==> src/rtl/rv_defs.sv <==
// Shared definitions for the RV32IM multi-cycle controller: opcodes,
// FSM state encoding, datapath select encodings and the decode bundle.
// The MULDIV state only exists when RV32M_MULDIV_EN is defined.
package rv_defs;

  localparam int INST_WIDTH = 32;
  localparam int OPCODE_W   = 7;

  localparam logic [OPCODE_W-1:0] OP_LUI    = 7'b0110111;
  localparam logic [OPCODE_W-1:0] OP_AUIPC  = 7'b0010111;
  localparam logic [OPCODE_W-1:0] OP_JAL    = 7'b1101111;
  localparam logic [OPCODE_W-1:0] OP_JALR   = 7'b1100111;
  localparam logic [OPCODE_W-1:0] OP_BRANCH = 7'b1100011;
  localparam logic [OPCODE_W-1:0] OP_LOAD   = 7'b0000011;
  localparam logic [OPCODE_W-1:0] OP_STORE  = 7'b0100011;
  localparam logic [OPCODE_W-1:0] OP_ALUI   = 7'b0010011;
  localparam logic [OPCODE_W-1:0] OP_ALU    = 7'b0110011;

  localparam logic [6:0] FUNCT7_MULDIV = 7'b0000001;

  localparam logic [1:0] PC_SEL_PLUS4  = 2'd0;
  localparam logic [1:0] PC_SEL_BRANCH = 2'd1;
  localparam logic [1:0] PC_SEL_JALR   = 2'd2;

  localparam logic [1:0] WB_SEL_ALU  = 2'd0;
  localparam logic [1:0] WB_SEL_LOAD = 2'd1;
  localparam logic [1:0] WB_SEL_PC4  = 2'd2;
  localparam logic [1:0] WB_SEL_IMM  = 2'd3;

  typedef enum logic [2:0] {
    ST_FETCH  = 3'd0,
    ST_DECODE = 3'd1,
    ST_EXEC   = 3'd2,
`ifdef RV32M_MULDIV_EN
    ST_MULDIV = 3'd3,
`endif
    ST_MEM    = 3'd4,
    ST_WB     = 3'd5,
    ST_TRAP   = 3'd6
  } state_t;

  // Opcode classification of the latched IR
  typedef struct packed {
    logic is_load;
    logic is_store;
    logic is_branch;
    logic is_jal;
    logic is_jalr;
    logic is_lui;
    logic is_auipc;
    logic is_alu;
    logic is_muldiv;
    logic illegal;
  } dec_t;

endpackage

==> src/rtl/rv_ctrl_decode.sv <==
// Combinational opcode classification and legality check.
// With RV32M_MULDIV_EN undefined, OP_ALU with the M-extension funct7 is illegal.
module rv_ctrl_decode
  import rv_defs::*;
(
  input  logic [OPCODE_W-1:0] opcode,
  input  logic [6:0]          funct7,
  output dec_t                dec
);

  logic known;
  logic mul_enc;

  // Classify opcode; anything outside the base set traps
  always_comb begin
    dec           = '0;
    dec.is_load   = (opcode == OP_LOAD);
    dec.is_store  = (opcode == OP_STORE);
    dec.is_branch = (opcode == OP_BRANCH);
    dec.is_jal    = (opcode == OP_JAL);
    dec.is_jalr   = (opcode == OP_JALR);
    dec.is_lui    = (opcode == OP_LUI);
    dec.is_auipc  = (opcode == OP_AUIPC);
    dec.is_alu    = (opcode == OP_ALU);
    mul_enc       = dec.is_alu && (funct7 == FUNCT7_MULDIV);
    known         = dec.is_load | dec.is_store | dec.is_branch | dec.is_jal |
                    dec.is_jalr | dec.is_lui | dec.is_auipc | dec.is_alu |
                    (opcode == OP_ALUI);
`ifdef RV32M_MULDIV_EN
    dec.is_muldiv = mul_enc;
    dec.illegal   = !known;
`else
    dec.is_muldiv = 1'b0;
    dec.illegal   = !known || mul_enc;
`endif
  end

endmodule

==> src/rtl/rv_multicycle_ctrl.sv <==
// Multi-cycle main controller for the RV32IM core.
// State is registered; enables/selects decode from state, IR and the
// memory/comparator handshakes. Optional M extension: RV32M_MULDIV_EN.
module rv_multicycle_ctrl
  import rv_defs::*;
#(
  parameter logic [31:0] RESET_PC  = 32'h0000_0000,
  parameter int          CNT_WIDTH = 32
) (
  input  logic                  i_clk,
  input  logic                  i_rst,
  input  logic [INST_WIDTH-1:0] i_inst,
  input  logic                  i_imem_ready,
  input  logic                  i_dmem_ready,
  input  logic                  i_branch_taken,
  input  logic                  i_muldiv_done,
  output logic                  o_imem_req,
  output logic                  o_ir_we,
  output logic                  o_dmem_req,
  output logic                  o_dmem_we,
  output logic                  o_reg_we,
  output logic                  o_pc_we,
  output logic [1:0]            o_pc_sel,
  output logic                  o_alu_src_a,
  output logic                  o_alu_src_b,
  output logic [1:0]            o_wb_sel,
  output logic                  o_muldiv_start,
  output logic                  o_illegal,
  output logic [CNT_WIDTH-1:0]  o_retired,
  output logic [31:0]           o_pc_reset_val
);

  state_t state;
  dec_t   dec;
  logic   alu_a, alu_b;
  logic   unused_bits;

  rv_ctrl_decode u_dec (
    .opcode (i_inst[6:0]),
    .funct7 (i_inst[31:25]),
    .dec    (dec)
  );

  // Operand fields and the rest of the IR feed the datapath directly
`ifdef RV32M_MULDIV_EN
  assign unused_bits = ^i_inst[24:7];
`else
  assign unused_bits = ^{i_inst[24:7], dec.is_muldiv};
`endif

  assign o_pc_reset_val = RESET_PC;
  assign alu_a = dec.is_auipc;
  assign alu_b = !(dec.is_alu || dec.is_branch);

  // State sequencing; reset aborts whatever instruction is in flight
  always_ff @(posedge i_clk) begin
    if (i_rst) begin
      state <= ST_FETCH;
    end else begin
      case (state)
        ST_FETCH:  if (i_imem_ready) state <= ST_DECODE;
        ST_DECODE: state <= dec.illegal ? ST_TRAP : ST_EXEC;
        ST_EXEC: begin
          if (dec.is_branch)                     state <= ST_FETCH;
          else if (dec.is_load || dec.is_store)  state <= ST_MEM;
`ifdef RV32M_MULDIV_EN
          else if (dec.is_muldiv)                state <= ST_MULDIV;
`endif
          else                                   state <= ST_WB;
        end
`ifdef RV32M_MULDIV_EN
        ST_MULDIV: if (i_muldiv_done) state <= ST_WB;
`endif
        ST_MEM:    if (i_dmem_ready) state <= dec.is_store ? ST_FETCH : ST_WB;
        ST_WB:     state <= ST_FETCH;
        ST_TRAP:   state <= ST_TRAP;
        default:   state <= ST_FETCH;
      endcase
    end
  end

  // Datapath controls; everything held low while reset is asserted
  always_comb begin
    o_imem_req     = 1'b0;
    o_ir_we        = 1'b0;
    o_dmem_req     = 1'b0;
    o_dmem_we      = 1'b0;
    o_reg_we       = 1'b0;
    o_pc_we        = 1'b0;
    o_pc_sel       = PC_SEL_PLUS4;
    o_alu_src_a    = 1'b0;
    o_alu_src_b    = 1'b0;
    o_wb_sel       = WB_SEL_ALU;
    o_muldiv_start = 1'b0;
    o_illegal      = 1'b0;
    if (!i_rst) begin
      case (state)
        ST_FETCH: begin
          o_imem_req = 1'b1;
          o_ir_we    = i_imem_ready;
        end
        ST_EXEC: begin
          o_alu_src_a = alu_a;
          o_alu_src_b = alu_b;
          if (dec.is_branch) begin
            o_pc_we  = 1'b1;
            o_pc_sel = i_branch_taken ? PC_SEL_BRANCH : PC_SEL_PLUS4;
          end
`ifdef RV32M_MULDIV_EN
          o_muldiv_start = dec.is_muldiv;
`endif
        end
`ifdef RV32M_MULDIV_EN
        ST_MULDIV: begin
          o_alu_src_a = alu_a;
          o_alu_src_b = alu_b;
        end
`endif
        ST_MEM: begin
          o_alu_src_a = alu_a;
          o_alu_src_b = alu_b;
          o_dmem_req  = 1'b1;
          o_dmem_we   = dec.is_store;
          o_pc_we     = dec.is_store && i_dmem_ready;
        end
        ST_WB: begin
          o_alu_src_a = alu_a;
          o_alu_src_b = alu_b;
          o_reg_we    = 1'b1;
          o_pc_we     = 1'b1;
          if (dec.is_load)                    o_wb_sel = WB_SEL_LOAD;
          else if (dec.is_jal || dec.is_jalr) o_wb_sel = WB_SEL_PC4;
          else if (dec.is_lui)                o_wb_sel = WB_SEL_IMM;
          if (dec.is_jal)                     o_pc_sel = PC_SEL_BRANCH;
          else if (dec.is_jalr)               o_pc_sel = PC_SEL_JALR;
        end
        ST_TRAP:  o_illegal = 1'b1;
        default:  ;
      endcase
    end
  end

  // Retired count steps with every PC update
  always_ff @(posedge i_clk) begin
    if (i_rst)        o_retired <= '0;
    else if (o_pc_we) o_retired <= o_retired + CNT_WIDTH'(1);
  end

endmodule

==> config.mk <==
export PLATFORM = sky130hd
export DESIGN_NAME = rv_multicycle_ctrl
export DESIGN_NICKNAME = d
export VERILOG_FILES = /design/src/rtl/rv_defs.sv /design/src/rtl/rv_ctrl_decode.sv /design/src/rtl/rv_multicycle_ctrl.sv
export SDC_FILE = /design/constraint.sdc
export NUM_CORES = 1
export LEC_CHECK = 0
export CAP_MARGIN = 40
export CORE_MARGIN = 2
export CORE_UTILIZATION = 38
export CTS_BUF_LIST = sky130_fd_sc_hd__clkbuf_2
export CTS_CLUSTER_SIZE = 10
export DETAILED_ROUTE_END_ITERATION = 8
export HOLD_SLACK_MARGIN = 0.08
export PLACE_DENSITY = 0.79
export SYNTH_ARGS = -nofsm -noshare
export SYNTH_HDL_FRONTEND = slang
export SYNTH_SLANG_ARGS = --single-unit
export TNS_END_PERCENT = 10
==> constraint.sdc <==
create_clock -name i_clk -period 2 [get_ports i_clk]
set_input_delay 0.4 -clock i_clk [delete_from_list [all_inputs] [get_ports i_clk]]
set_output_delay 0.4 -clock i_clk [all_outputs]
set_load 0.02 [all_outputs]
==> results of run 1 <==
==> placed cells by master, fill, tap and decap left out, drive strengths merged, types with 10 or more instances in the layout <==
master / count
dfxtp: 35
inv: 10
nor2: 14
conb: 33
buf: 81
o21ai: 21
nand2: 21
a21oi: 33
clkdlybuf4s50: 38
nand3: 15
or3: 16
==> worst max path at each step <==
stage	start	to	slack [ps]	cells after the start
floorplan	state[2]$_SDFFE_PP0P_	o_wb_sel[1]	-90	5
global placement	i_inst[5]	o_dmem_we	-770	5
detailed placement	i_inst[5]	o_dmem_we	-770	5
CTS	state[1]$_SDFFE_PP0P_	o_pc_sel[0]	-150	6
global route	state[1]$_SDFFE_PP0P_	o_pc_sel[0]	-350	6
finish	state[1]$_SDFFE_PP0P_	o_wb_sel[1]	-190	6
==> worst max-delay path: cells and delay by family, from the launching register on <==
family | cells | cell delay, ps
AOI/OAI and AO/OA | 1 | 180
buffers and inverters | 2 | 300
DFF | 1 | 360
and+or+nand+nor | 3 | 560
==> logic make-up after synthesis <==
logic type,Yosys count,share of synthesized area
other,1,0.00158
AO/OA/AOI/OAI,84,0.241
XOR/XNOR,1,0.00368
AND/OR/NAND/NOR,123,0.301
adder cells (fa/ha/maj),1,0.00526
buffers and inverters,54,0.144
multiplexers,2,0.00894
flip-flops,35,0.294
==> routing by layer <==
layer | up-vias | GRT usage | routed length (µm)
met5 | - | 0 | 0
met4 | 0 | 0.0909 | 159
met3 | 16 | 0.0378 | 490
met2 | 127 | 0.328 | 3820
met1 | 1296 | 0.236 | 2930
li1 | 1323 | - | -
==> power groups by stage <==
stage	combinational [mW]	clock [mW]	sequential, mW
3_3_place_gp	0.347	0	0.732
6_report	0.376	0.476	0.724
5_1_grt	0.405	0.507	0.728
4_1_cts	0.363	0.481	0.723
3_5_place_dp	0.353	0	0.733
2_1_floorplan	0.247	0	0.724
==> registers in the layout, indices dropped and copies added, names as in the netlist <==
register   flops
state          3
o_retired     32
==> through the flow <==
step                       util  area, µm²  std cells
after global placement    0.568       3400        488
after detailed placement  0.568       3400        488
after global routing      0.621       3720        506
final                     0.621       3720        506
after CTS                 0.588       3520        500
after floorplan               -       2520        333
==> final cells by class <==
cell class | instances | share of cell area
Sequential cell | 35 | 0.193
Multi-Input combinational cell | 244 | 0.427
Inverter | 10 | 0.0101
Tap cell | 75 | 0.0252
Timing Repair Buffer | 134 | 0.325
Clock buffer | 5 | 0.00673
Clock inverter | 3 | 0.0118
==> repair_timing <==
item,in CTS,in global routing
gates cloned,0,3
pin swaps,9,17
resized for setup,90,31
setup endpoints to repair,38,42
buffers inserted,4,3
hold endpoints to repair,0,0
==> out/results.txt, run 1 <==
The number of fillers in the final layout was 478. TritonCTS built the clock tree. The hold slack is 511 ps.

The number of distinct standard cells referenced by the synthesized netlist was 54. The run gives 28.3 ps as the worst clock skew. Setup repair after global routing could not meet its margin everywhere. The vertical die dimension is 83.1 µm.

In this run the power spent charging and discharging nets is 0.489 mW. Counting every sink on the clock net gives 35. The synthesized design contains 35 register bits. The tree is rooted in a sky130_fd_sc_hd__clkbuf_2.

The starting density of the core was 0.397; the die area was 6910 µm². Power spread over the standard cell area amounts to 424 nW/µm². Endpoint of the most critical register-to-register path: o_retired[26]$_SDFFE_PP0P_. Buffers placed on the I/O ports in this run total 63. The run gives 0.460 as the part of the total power dissipated in sequential elements. The fraction of synthesized cell area taken by the top area cell type came out at 0.294. The final period demand of the worst path is 2190 ps. At the later pin of the worst-skew pair, clock insertion delay measures 410 ps. The most area-hungry cell type in the Yosys netlist was sky130_fd_sc_hd__dfxtp_1.

The proportion of layout cells with a drive suffix above 1 was 0.320; the detailed router's first-iteration violation count was 148. Internal power comes to 1.09 mW. The worst hold path belongs to the class reg2reg. Summing internal, switching and leakage power gives 1.58 mW.

The post-route worst setup slack came out at -185 ps. The tools report the number of warnings reported in the yosys synthesis log as 0. The I/O pin count was 116; the largest stage delay on the critical path was 360 ps.

The die extent in x works out to 83.1 µm. Critical-path cell with the highest stage delay: sky130_fd_sc_hd__dfxtp_2. Clock-pin slew was measured on the worst setup and hold paths at 190 ps. Number of diodes: 0. After synthesis, the mean cell area works out to 7.91 µm². The signed area change from the synthesized netlist to the final layout is 56.2%. For the endpoint required time on the critical path, the log shows 1600 ps. In the synthesized netlist the dominant register cell turns out to be sky130_fd_sc_hd__dfxtp_1. Endpoint class of the critical path: an output port. STA classifies the critical path startpoint as a flop.

The proportion of power drawn by combinational gates is 0.238, and the peak supply drop is 240 µV. The H-tree was split into 2 levels. The first detailed-routing pass ran for 4 iterations. Synthesis produced 301 cells.

The logs give 2762 for the detailed-route via count and 2542 for the number of global-route vias before repair. Worst-case register-to-register setup slack: -40 ps. The commonest cells after synthesis are sky130_fd_sc_hd__dfxtp_1 (35), sky130_fd_sc_hd__buf_4 (33), sky130_fd_sc_hd__a21oi_1 (31). Core area: 5990 µm². The global placement routability congestion was 0.898; the instance count along the most critical hold path was 2.

The relative contribution of the clock network to total power was 0.302; the maximum achievable frequency was 458 MHz. The clock passes through at most 2 buffers. The checks that failed: setup timing.

In this run the static leakage power is 1.54 nW. The ratio of final minimum period to clock period was 1.09. Along the worst path, the maximum fanout reaches 5.

The most frequently used cell type in the post-synthesis netlist is sky130_fd_sc_hd__dfxtp_1. In the final timing run, aggregate negative setup slack is -1210 ps. Registers take 718 µm².

Setup violations remaining at the end of the flow were counted as 17. The synthesized netlist occupies a cell area of 2380 µm². The switching fraction of total power is 0.311, and the share of async-settable or async-resettable flops after synthesis is 0. The count of nets left with antenna violations once routing finished came out at 0. The tools report the CTS buffer count as 5. Launch instance of the worst register-to-register path: state[2]$_SDFFE_PP0P_. The number of antenna violations at the first check in global routing is 0. Average detailed-routed wire length per instance: 14.6 µm. The flow ran to the end, but the final reports show violations. The initialized floorplan defines 28 standard-cell rows.

The tools report the hold-critical path endpoint as o_retired[31]$_SDFFE_PP0P_. Across the run, the number of max-cap violations was 0. The number of hold violations in the final report is 0, and the combined area of the multi-input logic cells is 1590 µm². Entering global routing, the biggest net connects 45 pins. Dividing the detail-routed via count by the number of cells gives 5.46. The tools report the share of synthesized area occupied by flip-flops and latches as 0.294.

The critical path is of the reg2out type. Yosys attributes the largest share of cell area to sky130_fd_sc_hd__dfxtp_1 (29%), sky130_fd_sc_hd__buf_4 (10%), sky130_fd_sc_hd__a21oi_1 (6.5%), sky130_fd_sc_hd__o21ai_0 (4.2%), sky130_fd_sc_hd__or3_1 (4.2%). The tools report the overall track demand over capacity in global routing as 0.194. Walking the worst path, the cells encountered are buf_6 -> nand3b_1 -> nor2_1 -> nand3_1 -> a211oi_2 -> buf_4. The depth of the most critical reg-to-reg path was 7; the number of synthesized flops with an enable pin was 0. The number of nets in the finished design is 469, and the final wirelength is 7400 µm. Number of max-slew violations in the final report: 0. For the overall overflow remaining after global route, the log shows 0. The HPWL after detailed placement is 5010 µm. Data arrives at the worst endpoint at 1790 ps. The first-pass GRT wire length is 11400 µm.

At the placement stage, the worst setup path has a slack of -774 ps. The worst min-delay path startpoint is o_retired[31]$_SDFFE_PP0P_. After detailed routing, the number of remaining DRC violations is 0. For the number of hold buffers added after cts, the log shows 0.
(Power assumes the default switching activity.)
==> run 2: changes to the inputs <==
--- a/config.mk
+++ b/config.mk
@@ -5,7 +5,6 @@
 export SDC_FILE = /design/constraint.sdc
 export NUM_CORES = 1
 export LEC_CHECK = 0
-export CAP_MARGIN = 40
 export CORE_MARGIN = 2
 export CORE_UTILIZATION = 38
 export CTS_BUF_LIST = sky130_fd_sc_hd__clkbuf_2
==> results of run 2 <==
No change in the layout: final DEF, timing and power equal those of run 1.
==> run 3: changes to the inputs <==
--- a/config.mk
+++ b/config.mk
@@ -5,6 +5,7 @@
 export SDC_FILE = /design/constraint.sdc
 export NUM_CORES = 1
 export LEC_CHECK = 0
+export CORE_ASPECT_RATIO = 0.75
 export CORE_MARGIN = 2
 export CORE_UTILIZATION = 38
 export CTS_BUF_LIST = sky130_fd_sc_hd__clkbuf_2
==> run 3 against run 2 <==
Against the previous run: the flow still finishes with violations (setup timing); largest cell class unchanged; largest power group unchanged; first-iteration DRC count up 7.4%; flip-flop and latch count unchanged; routed wire length up 3.3%; sequential share of layout area about the same; clock power down 26%; worst hold slack worse by 8.7 ps; clock skew up 18 ps; non-clock buffer count down 6; register-to-register slack worse by 40 ps; cell count down 0.59%; combinational power up 3%.
==> out/results.txt, run 3 (synthesis gave the netlist of run 1 again) <==
The flow ran to the end, but the final reports show violations. The checks that failed: setup timing. The logs give 0 for the overall overflow remaining after global route and 469 MHz for the maximum achievable frequency. In the routed design, unresolved DRC markers number 0. Kind of cell adding the most delay to the critical path: simple AND/OR/NAND/NOR gates.

The worst min-delay path startpoint was o_retired[31]$_SDFFE_PP0P_. Between clock sinks in the finished design, the worst skew comes to 46.6 ps. The detail route stage leaves a number of antenna-violating nets equal to 0. The ratio of final minimum period to clock period is 1.07, and the number of antenna violations at the first check in global routing is 0.

The proportion of power drawn by combinational gates was 0.265; the largest net degree at the start of global routing was 45. The power density of the placed cells was 394 nW/µm². The detailed router's first-iteration violation count was 159; the overall track demand over capacity in global routing was 0.205. OpenSTA, run right after detailed placement, puts the worst setup slack at -764 ps. At the worst endpoint, the required time is 1600 ps. The final wirelength was 7650 µm; the total iterations of the first detailed-routing run was 5.

At the end of routability-driven placement, the weighted congestion stood at 0.905. The critical path runs through a total of 5 cells. The tools report the data arrival time at the worst-slack endpoint as 1730 ps.

The number of global-route vias before repair is 2407. The number of nets in the finished design was 463; the switching fraction of total power was 0.342. Setup repair after global routing could not meet its margin everywhere. By startpoint and endpoint, the worst setup path is classified as reg2out. The worst setup path is launched from a flop. The number of port buffers is 63, and the static power due to leakage is 1.52 nW.

The critical path contains buffers and inverters numbering 2 combined. Detailed placement ended at an HPWL of 5070 µm. Counting every sink on the clock net gives 35.

For the finished layout, the period the worst path requires is 2130 ps. The register with the most flip-flops in the layout has 32 of them. Maximum net fanout on the critical path: 6.

Setup violations remaining at the end of the flow were counted as 9. The instance count along the most critical hold path came out at 2. For the starting density of the core, the log shows 0.400. For this run, the slowest stage of the critical path takes 420 ps.

For this design the top-level I/O count stands at 116. After floorplanning, the core was sized to cover 5950 µm². o_retired holds more flip-flops than any other register.

The critical path goes through or3b_4 -> a21oi_4 -> o211ai_4 -> inv_2 -> buf_6. The number of diodes was 0. Across all register-to-register paths, the minimum setup slack is -80 ps. VDD sags by at most 226 µV. The number of levels the H-tree was split into is 2. The CTS buffer count was 5. In the layout the commonest cells are sky130_fd_sc_hd__buf_4 (66), sky130_fd_sc_hd__clkdlybuf4s50_1 (37), sky130_fd_sc_hd__conb_1 (33), sky130_fd_sc_hd__dfxtp_1 (28), sky130_fd_sc_hd__a21oi_1 (25). The first global-routing pass estimated 11300 µm of wire. The proportion of layout cells with a drive suffix above 1 is 0.322, and the clock slew at the register clock pins of the worst setup and hold paths is 160 ps. The kind of path behind the tightest hold check is reg2reg. STA classifies the critical path endpoint as an output port. Row count: 24.

The placed instances occupy a cell area of 3350 µm². The largest registers in the layout are o_retired: 32 flops, state: 3 flops. TritonCTS built the clock tree. Launch instance of the worst register-to-register path: state[2]$_SDFFE_PP0P_.

The part of the total power dissipated in sequential elements was 0.494; the number of hold buffers added after cts was 0. Compared with the post-synthesis result, the final layout area differs by 56.0%. The power dissipated by switching net loads is 0.501 mW. The relative contribution of the clock network to total power was 0.241; the via-per-instance ratio was 5.44.

Die extent in x: 95.4 µm. The area of all placed cells without fillers came out at 3710 µm². The tree is rooted in a sky130_fd_sc_hd__clkbuf_2. The clock passes through at most 2 buffers. The slowest stage of the critical path belongs to the cell sky130_fd_sc_hd__or3b_4.

The worst setup path startpoint is state[2]$_SDFFE_PP0P_. After detailed routing, the average wire length per cell comes to 15.2 µm. The routed layout has 2735 vias. The post-route worst setup slack was -132 ps; the depth of the most critical reg-to-reg path was 7. The number of hold violations in the final report was 0.

The library cell used most frequently in the layout, excluding fill and tap cells, is sky130_fd_sc_hd__buf_4. The tools report the later-pin clock latency in the skew report as 400 ps. The die is 72.5 µm tall. The number of max-slew violations in the final report is 0.

Max-cap violations in this run came to 0. The cell-internal power was 0.962 mW; the die area was 6920 µm².
run 3: power by group through the flow:
stage / Clock (mW) / Combinational, mW / Sequential (mW)
global placement: 0 / 0.349 / 0.730
finish: 0.352 / 0.388 / 0.723
CTS: 0.352 / 0.376 / 0.722
global route: 0.386 / 0.415 / 0.724
floorplan: 0 / 0.247 / 0.724
detailed placement: 0 / 0.354 / 0.730
run 3: worst paths after layout:
kind | endpoint
max reg2reg | o_retired[9]$_SDFFE_PP0P_
min reg2reg | o_retired[31]$_SDFFE_PP0P_
min | o_retired[31]$_SDFFE_PP0P_
max | o_pc_we
run 3: tightest hold or removal path, stage by stage (launching register included):
cell and delay, ps:
sky130_fd_sc_hd__dfxtp_1 350, sky130_fd_sc_hd__o21ai_0 70, sky130_fd_sc_hd__a21oi_1 60
run 3: area by class of cell:
class	count	area [µm²]
clock buffer	6	30.0
clock inverter	2	12.5
fill	510	2230
inverter	10	37.5
multi-input combinational	244	1650
sequential	35	717
tap	78	97.6
timing repair buffer	128	1160
run 3: through the flow:
| stage | TNS, ps | power (mW) | hold slack (ps) | util | cells |
|---|---|---|---|---|---|
| after floorplan | -511 | 0.971 | 522 | - | 333 |
| after global placement | -19620 | 1.08 | 472 | 0.563 | 483 |
| after detailed placement | -21380 | 1.08 | 486 | 0.563 | 483 |
| after CTS | -852 | 1.45 | 506 | 0.582 | 492 |
| after global routing | -1920 | 1.53 | 537 | 0.624 | 503 |
| final | -460 | 1.46 | 502 | 0.624 | 503 |
run 3: timing repair:
item	CTS	global route
gates resized for setup	89	45
pin swaps	9	29
endpoints found under the setup margin	37	42
setup buffers	1	8
cloned	0	3
run 3: metal layers:
metal / wire [µm] / global-route usage
met5: 0 / 0
met3: 639 / 0.0519
met2: 3610 / 0.329
met1: 3330 / 0.273
met4: 74 / 0.0603
